File: src/rtl/riscv_pkg.sv
// rtl/riscv_pkg.sv - shared hazard-unit types and default sizing constants
package riscv_pkg;

    typedef enum logic [2:0] {
        NONE,
        MEM_FREEZE,
        REDIRECT,
        SB_FULL,
        RAW,
        LOAD_USE
    } hazard_cause_t;

    localparam int DEFAULT_MAX_OUTSTANDING = 4;
    localparam int DEFAULT_FLUSH_STAGES    = 2;

endpackage

File: src/rtl/hazard_scoreboard.sv
// rtl/hazard_scoreboard.sv - busy bit per register plus clamped in-flight long-op count
module hazard_scoreboard
    import riscv_pkg::*;
#(
    parameter int NUM_REGS        = 32,
    parameter int ADDR_W          = $clog2(NUM_REGS),
    parameter int MAX_OUTSTANDING = DEFAULT_MAX_OUTSTANDING,
    localparam int CNT_W          = $clog2(MAX_OUTSTANDING + 1)
) (
    input  logic                clk,
    input  logic                rst,
    input  logic                i_set_en,
    input  logic [ADDR_W-1:0]   i_set_rd,
    input  logic                i_clr_en,
    input  logic [ADDR_W-1:0]   i_clr_rd,
    output logic [NUM_REGS-1:0] o_busy,
    output logic                o_full
);

    logic [NUM_REGS-1:0] r_busy;
    logic [CNT_W-1:0]    r_count;
    logic                w_set;
    logic                w_clr;
    logic                w_inc;
    logic                w_dec;

    // Clears only count when they retire a tracked op; x0 is never tracked.
    assign w_set = i_set_en && (i_set_rd != '0);
    assign w_clr = i_clr_en && (i_clr_rd != '0) && r_busy[i_clr_rd];
    assign w_inc = w_set && !w_clr;
    assign w_dec = w_clr && !w_set;

    always_ff @(posedge clk) begin
        if (rst) begin
            r_busy  <= '0;
            r_count <= '0;
        end else begin
            // Set is applied last so a same-register set/clear leaves the bit busy.
            if (w_clr) r_busy[i_clr_rd] <= 1'b0;
            if (w_set) r_busy[i_set_rd] <= 1'b1;
            if (w_inc && (r_count != CNT_W'(MAX_OUTSTANDING)))
                r_count <= r_count + 1'b1;
            else if (w_dec && (r_count != '0))
                r_count <= r_count - 1'b1;
        end
    end

    assign o_busy = r_busy;
    assign o_full = (r_count == CNT_W'(MAX_OUTSTANDING));

endmodule

File: src/rtl/hazard_ctrl.sv
// rtl/hazard_ctrl.sv - pipeline hazard arbitration, scoreboard hookup and perf counters
module hazard_ctrl
    import riscv_pkg::*;
#(
    parameter int NUM_REGS        = 32,
    parameter int ADDR_W          = $clog2(NUM_REGS),
    parameter int MAX_OUTSTANDING = DEFAULT_MAX_OUTSTANDING,
    parameter int FLUSH_STAGES    = DEFAULT_FLUSH_STAGES,
    parameter int PERF_W          = 32
) (
    input  logic                clk,
    input  logic                rst,
    input  logic [ADDR_W-1:0]   if_id_rs1_addr,
    input  logic [ADDR_W-1:0]   if_id_rs2_addr,
    input  logic [ADDR_W-1:0]   if_id_rd_addr,
    input  logic                if_id_valid,
    input  logic                id_ex_valid,
    input  logic                id_ex_mem_read,
    input  logic                id_ex_reg_write,
    input  logic                id_ex_long_op,
    input  logic [ADDR_W-1:0]   id_ex_rd_addr,
    input  logic                long_done_valid,
    input  logic [ADDR_W-1:0]   long_done_rd,
    input  logic                mem_busy,
    input  logic                branch_taken,
    output logic                pc_stall,
    output logic                if_id_stall,
    output logic                if_id_flush,
    output logic                id_ex_stall,
    output logic                id_ex_flush,
    output logic                ex_mem_stall,
    output logic                ex_mem_flush,
    output logic                mem_wb_stall,
    output logic                mem_wb_flush,
    output logic [NUM_REGS-1:0] sb_busy,
    output logic                sb_full,
    output logic [PERF_W-1:0]   perf_stall_cycles,
    output logic [PERF_W-1:0]   perf_flush_events
);

    localparam bit FLUSH_EX_ON_REDIRECT = (FLUSH_STAGES >= 2);

    logic          w_raw_sb;
    logic          w_waw_sb;
    logic          w_load_use;
    logic          w_issue_full;
    logic          w_sb_set;
    hazard_cause_t w_cause;
    logic [PERF_W-1:0] r_stall_cycles;
    logic [PERF_W-1:0] r_flush_events;

    assign w_raw_sb = if_id_valid &&
        (((if_id_rs1_addr != '0) && sb_busy[if_id_rs1_addr]) ||
         ((if_id_rs2_addr != '0) && sb_busy[if_id_rs2_addr]));
    assign w_waw_sb = if_id_valid && (if_id_rd_addr != '0) && sb_busy[if_id_rd_addr];
    assign w_load_use = id_ex_valid && id_ex_mem_read && !id_ex_long_op &&
        (id_ex_rd_addr != '0) &&
        ((id_ex_rd_addr == if_id_rs1_addr) || (id_ex_rd_addr == if_id_rs2_addr));
    assign w_issue_full = id_ex_valid && id_ex_long_op && sb_full;

    // The EX instruction is older than a redirect, so only a freeze or a full table blocks issue.
    assign w_sb_set = id_ex_valid && id_ex_long_op && id_ex_reg_write &&
                      !mem_busy && !w_issue_full;

    hazard_scoreboard #(
        .NUM_REGS        (NUM_REGS),
        .ADDR_W          (ADDR_W),
        .MAX_OUTSTANDING (MAX_OUTSTANDING)
    ) u_scoreboard (
        .clk      (clk),
        .rst      (rst),
        .i_set_en (w_sb_set),
        .i_set_rd (id_ex_rd_addr),
        .i_clr_en (long_done_valid),
        .i_clr_rd (long_done_rd),
        .o_busy   (sb_busy),
        .o_full   (sb_full)
    );

    always_comb begin
        w_cause = NONE;
        if (mem_busy)                  w_cause = MEM_FREEZE;
        else if (branch_taken)         w_cause = REDIRECT;
        else if (w_issue_full)         w_cause = SB_FULL;
        else if (w_raw_sb || w_waw_sb) w_cause = RAW;
        else if (w_load_use)           w_cause = LOAD_USE;
    end

    always_comb begin
        pc_stall     = 1'b0;
        if_id_stall  = 1'b0;
        if_id_flush  = 1'b0;
        id_ex_stall  = 1'b0;
        id_ex_flush  = 1'b0;
        ex_mem_stall = 1'b0;
        ex_mem_flush = 1'b0;
        mem_wb_stall = 1'b0;
        mem_wb_flush = 1'b0;
        case (w_cause)
            MEM_FREEZE: begin
                pc_stall     = 1'b1;
                if_id_stall  = 1'b1;
                id_ex_stall  = 1'b1;
                ex_mem_stall = 1'b1;
                mem_wb_stall = 1'b1;
            end
            REDIRECT: begin
                if_id_flush = 1'b1;
                id_ex_flush = FLUSH_EX_ON_REDIRECT;
            end
            SB_FULL: begin
                pc_stall     = 1'b1;
                if_id_stall  = 1'b1;
                id_ex_stall  = 1'b1;
                ex_mem_flush = 1'b1;
            end
            RAW, LOAD_USE: begin
                pc_stall    = 1'b1;
                if_id_stall = 1'b1;
                id_ex_flush = 1'b1;
            end
            default: ;
        endcase
    end

    always_ff @(posedge clk) begin
        if (rst) begin
            r_stall_cycles <= '0;
            r_flush_events <= '0;
        end else begin
            if (pc_stall && (r_stall_cycles != '1))
                r_stall_cycles <= r_stall_cycles + 1'b1;
            if ((w_cause == REDIRECT) && (r_flush_events != '1))
                r_flush_events <= r_flush_events + 1'b1;
        end
    end

    assign perf_stall_cycles = r_stall_cycles;
    assign perf_flush_events = r_flush_events;

endmodule
File: config.mk
export PLATFORM = sky130hd
export DESIGN_NAME = hazard_ctrl
export DESIGN_NICKNAME = d
export VERILOG_FILES = /design/src/rtl/riscv_pkg.sv /design/src/rtl/hazard_scoreboard.sv /design/src/rtl/hazard_ctrl.sv
export SDC_FILE = /design/constraint.sdc
export NUM_CORES = 1
export LEC_CHECK = 0
export ABC_AREA = 1
export CAP_MARGIN = 20
export CORE_ASPECT_RATIO = 0.6
export CORE_MARGIN = 1.5
export CORE_UTILIZATION = 30
export CTS_BUF_LIST = sky130_fd_sc_hd__clkbuf_16
export CTS_CLUSTER_DIAMETER = 120
export DETAILED_ROUTE_END_ITERATION = 7
export SLEW_MARGIN = 20
export SYNTH_ARGS = -nofsm -noshare
export SYNTH_HDL_FRONTEND = slang
export SYNTH_SLANG_ARGS = --single-unit
File: constraint.sdc
create_clock -name clk -period 3.3 [get_ports clk]
set_input_delay 0.825 -clock clk [delete_from_list [all_inputs] [get_ports clk]]
set_output_delay 0.825 -clock clk [all_outputs]
set_load 0.01 [all_outputs]
==> impl_results.rst <==
.. list-table::
   :header-rows: 1

   * - Metric
     - Value
   * - CP cell instances
     - clkdlybuf4s50_1 > buf_4 > nor2_1 > buf_4 > clkdlybuf4s50_1
   * - Floorplan die width
     - 197.6 um
   * - Number of buffers between clock root and the deepest sink
     - 2
   * - Pre-Repair DR Iteration Count
     - 6
   * - Number of nets in the synthesized netlist
     - 1,172
   * - Net Sw Frac
     - 28.29%
   * - Post-placement setup slack
     - -0.7199 ns
   * - Post-route fraction of the period consumed by the critical path
     - 97.82%
   * - # nets final
     - 1,390
   * - Area contributors post-synth
     - sky130_fd_sc_hd__dfxtp_1 (29%), sky130_fd_sc_hd__nand2_1 (19%), sky130_fd_sc_hd__nand3_1 (7.4%), sky130_fd_sc_hd__inv_1 (6.6%), sky130_fd_sc_hd__a21oi_1 (6.5%)
   * - Initial Util
     - 30.75%
   * - Worst IR drop on VDD
     - 0.0002681 V
   * - Most frequently used cell type in the post-synthesis netlist
     - sky130_fd_sc_hd__nand2_1
   * - Worst clock skew on the final layout
     - 0.007708 ns
   * - Core footprint
     - 22,180 um^2
   * - Number of cell instances on the worst register-to-register path
     - 21
   * - Kind of path behind the tightest hold check
     - reg -> reg
   * - Rel. slew slack
     - 46.02%
   * - H-tree depth
     - 3
   * - Detailed-routed wire length on met2
     - 9628 um
   * - Vias in the first global route
     - 7,354
   * - Share of cells above drive strength 1
     - 14.08%
   * - CTS clock-pin slew for the worst setup and hold paths
     - 0.07 ns
   * - Crit Reg-Reg Endpoint
     - perf_stall_cycles[18]
   * - Share of async-settable or async-resettable flops after synthesis
     - 0%
   * - Number of setup violations in the final report
     - 0
   * - Vias
     - 8,385
   * - Fin worst setup slack
     - 0.07192 ns
   * - Top_reg_cell synth
     - sky130_fd_sc_hd__dfxtp_1
   * - WHS Path Cells
     - 2
   * - Fraction of power consumed by sequential logic
     - 43.7%
   * - Number of vias per cell
     - 5.036
   * - Fraction of synthesized cell area taken by the top area cell type
     - 29.06%
   * - Cell count after synthesis
     - 1,134
   * - 1st-iter DRT viols
     - 908
   * - Worst setup EP type
     - output port
   * - Worst-Skew Late Latency
     - 0.36 ns
   * - Total met3 wirelength after detailed routing
     - 3613 um
   * - Post-detailed-route DRC marker count
     - 0
   * - Design internal power
     - 0.001984 W
   * - Yosys reg bits
     - 99
   * - Total standard cell area after synthesis
     - 6819 um^2
   * - Global-route congestion overflow total
     - 0
   * - Worst path slowest cell
     - sky130_fd_sc_hd__clkdlybuf4s50_1
   * - Reg-to-reg setup timing slack
     - 0.69 ns
   * - TritonCTS buffer count
     - 9
   * - Routed length on met1
     - 14,180 um
   * - Number of synthesized flops with an enable pin
     - 0
   * - Height of the chip
     - 119.8 um
   * - Buffer cell driving the clock tree root
     - sky130_fd_sc_hd__clkbuf_16
   * - Hold path startpoint
     - u_scoreboard.o_busy[9]
   * - Peak fanout along the critical path
     - 5
   * - Critical register-to-register path startpoint
     - u_scoreboard.o_busy[4]
   * - Ant diodes
     - 0
   * - Worst slack on hold paths
     - 0.4939 ns
   * - Power share of the clock group
     - 40.1%
   * - Static power due to leakage
     - 3.883 nW
   * - CTS tree
     - built
   * - Largest net degree at the start of global routing
     - 61
   * - Final max-slew violation count
     - 0
   * - Total Wirelength
     - 27,640 um
   * - Commonest cells in the netlist
     - sky130_fd_sc_hd__nand2_1 (345), sky130_fd_sc_hd__inv_1 (120), sky130_fd_sc_hd__nor2_1 (113), sky130_fd_sc_hd__nand3_1 (101), sky130_fd_sc_hd__dfxtp_1 (99)
   * - Placer Congestion
     - 0.9754
   * - Share of synthesized area occupied by flip-flops and latches
     - 29.06%
   * - Clock sink count
     - 99
   * - Count of final hold-check violations
     - 0
   * - Post-CTS Hold Fix Bufs
     - 0
   * - Final std cell area, no fill
     - 9559 um^2
   * - Critical path startpoint category
     - input pin
   * - Cell area after placement
     - 9102 um^2
   * - Half-perimeter wire length of the detailed placement result
     - 21,070 um
   * - Synthesis-to-layout area growth
     - 40.18%
   * - Fillers
     - 2,405
   * - Number of max-cap violations
     - 0
   * - Cell row count
     - 42
   * - Startpoint-to-endpoint class of the critical path
     - in -> out
   * - End point of the worst hold path
     - u_scoreboard.o_busy[9]
   * - Time the final worst path needs with I/O delays and setup
     - 3.228 ns
   * - Number of buffer cells added on primary ports
     - 139
   * - Arrival time reported for the critical path endpoint
     - 2.40 ns
   * - Die area
     - 23,670 um^2
   * - Global router's overall resource usage
     - 23.13%
   * - Worst slew pin tran
     - 0.8031 ns
   * - Count of nets left with antenna violations after detail routing
     - 0
   * - Mean instance size in the synthesized netlist
     - 6.013 um^2
   * - Areal power density over the cells
     - 289.4 nW/um^2
   * - Top-Level Pins
     - 141
   * - Net switching power
     - 0.0007826 W
   * - Maximum achievable frequency
     - 309.8 MHz
   * - Number of library cell types mapped by synthesis
     - 44
   * - Yosys warns
     - 0
   * - Highest routed layer
     - met4
   * - Status
     - completed
   * - Number of antenna violations at the first check in global routing
     - 0
   * - Required time worst endpoint
     - 2.47 ns
   * - Unrepaired setup endpoints after global routing
     - true
   * - Combinational group share of total power
     - 16.2%
   * - Average detailed-routed wire length per instance
     - 16.60 um
   * - Cell type contributing the most total cell area after synthesis
     - sky130_fd_sc_hd__dfxtp_1
   * - Crit path largest cell delay
     - 0.55 ns
   * - Wire length of the first global-routing pass
     - 42,030 um
## layout by cell type, fill, tap and decap left out, types with 22 or more instances in the layout
cell type / instances
sky130_fd_sc_hd__dfxtp_1: 99
sky130_fd_sc_hd__a21oi_1: 88
sky130_fd_sc_hd__buf_4: 96
sky130_fd_sc_hd__clkdlybuf4s50_1: 118
sky130_fd_sc_hd__o21ai_0: 52
sky130_fd_sc_hd__nor2_1: 107
sky130_fd_sc_hd__nor3_1: 32
sky130_fd_sc_hd__nand4_1: 22
sky130_fd_sc_hd__nand2_1: 338
sky130_fd_sc_hd__inv_1: 117
sky130_fd_sc_hd__nand3_1: 100
## critical path: cells and delay by family
kind,cells,cell delay (ns)
buf+inv,4,1.47
simple gates,1,0.10
## logic make-up (layout without fill, tap and decap cells)
| logic type | after synthesis | count (layout) | synth area share [%] |
|---|---|---|---|
| compound gates | 184 | 184 | 14.46 |
| xor+xnor | 21 | 21 | 2.697 |
| fa+ha+maj | 3 | 3 | 0.6605 |
| buf+inv | 172 | 395 | 11.47 |
| flops | 99 | 99 | 29.06 |
| other cells | 1 | 1 | 0.05499 |
| simple gates | 654 | 654 | 41.60 |
## worst max path at each step
| stage | from | endpoint | cells after the start |
|---|---|---|---|
| 2_1_floorplan | if_id_rd_addr[0] | pc_stall | 20 |
| 3_3_place_gp | if_id_rd_addr[0] | id_ex_flush | 19 |
| 3_5_place_dp | if_id_rd_addr[0] | id_ex_flush | 19 |
| 4_1_cts | if_id_rd_addr[0] | id_ex_flush | 19 |
| 5_1_grt | id_ex_valid | id_ex_stall | 7 |
| 6_report | mem_busy | if_id_flush | 5 |
## cell type report
class                      instances  area, um^2  share of cell area [%]
timing repair buffer             244        2231                   23.34
clock inverter                     7       76.32                  0.7984
sequential                        99        1982                   20.73
clock buffer                       9       225.2                   2.356
inverter                         132       518.0                   5.419
multi-input combinational        863        4116                   43.06
tap                              308       385.4                   4.031
timing repair inverter             3       25.02                  0.2618
## layer usage
layer | track usage, % | up-vias
met5 | 0 | -
met4 | 3.817 | 0
met3 | 8.432 | 23
met2 | 27.60 | 424
met1 | 37.58 | 3788
li1 | - | 4150
## registers in the layout, indices dropped and copies added (netlist names)
register and count:
u_scoreboard.o_busy 32, perf_stall_cycles 32, perf_flush_events 32, u_scoreboard.r_count 3
## power by group through the flow
| stage | Clock [W] | Combinational [W] | Sequential (W) |
|---|---|---|---|
| 6_report | 0.00111 | 0.000449 | 0.00121 |
| 2_1_floorplan | 0 | 0.000231 | 0.00124 |
| 4_1_cts | 0.00114 | 0.000428 | 0.00121 |
| 5_1_grt | 0.00118 | 0.000488 | 0.00121 |
| 3_5_place_dp | 0 | 0.000418 | 0.00124 |
| 3_3_place_gp | 0 | 0.000415 | 0.00124 |
## per-stage QoR
step / instances / util [%] / total power, W / setup TNS (ns)
global placement: 1641 / 41.05 / 0.001652 / -6.912
floorplan: 1134 / - / 0.001468 / 0
finish: 1665 / 43.11 / 0.002766 / 0
detailed placement: 1641 / 41.05 / 0.001655 / -7.117
CTS: 1663 / 42.70 / 0.002774 / 0
global route: 1665 / 43.11 / 0.002883 / -0.0008245
## repair_timing
action	CTS	global route
buffers inserted	2	0
pin swaps	5	14
endpoints found under the setup margin	3	5
resized for setup	48	40
cloned	4	2
(Power assumes the default switching activity.)
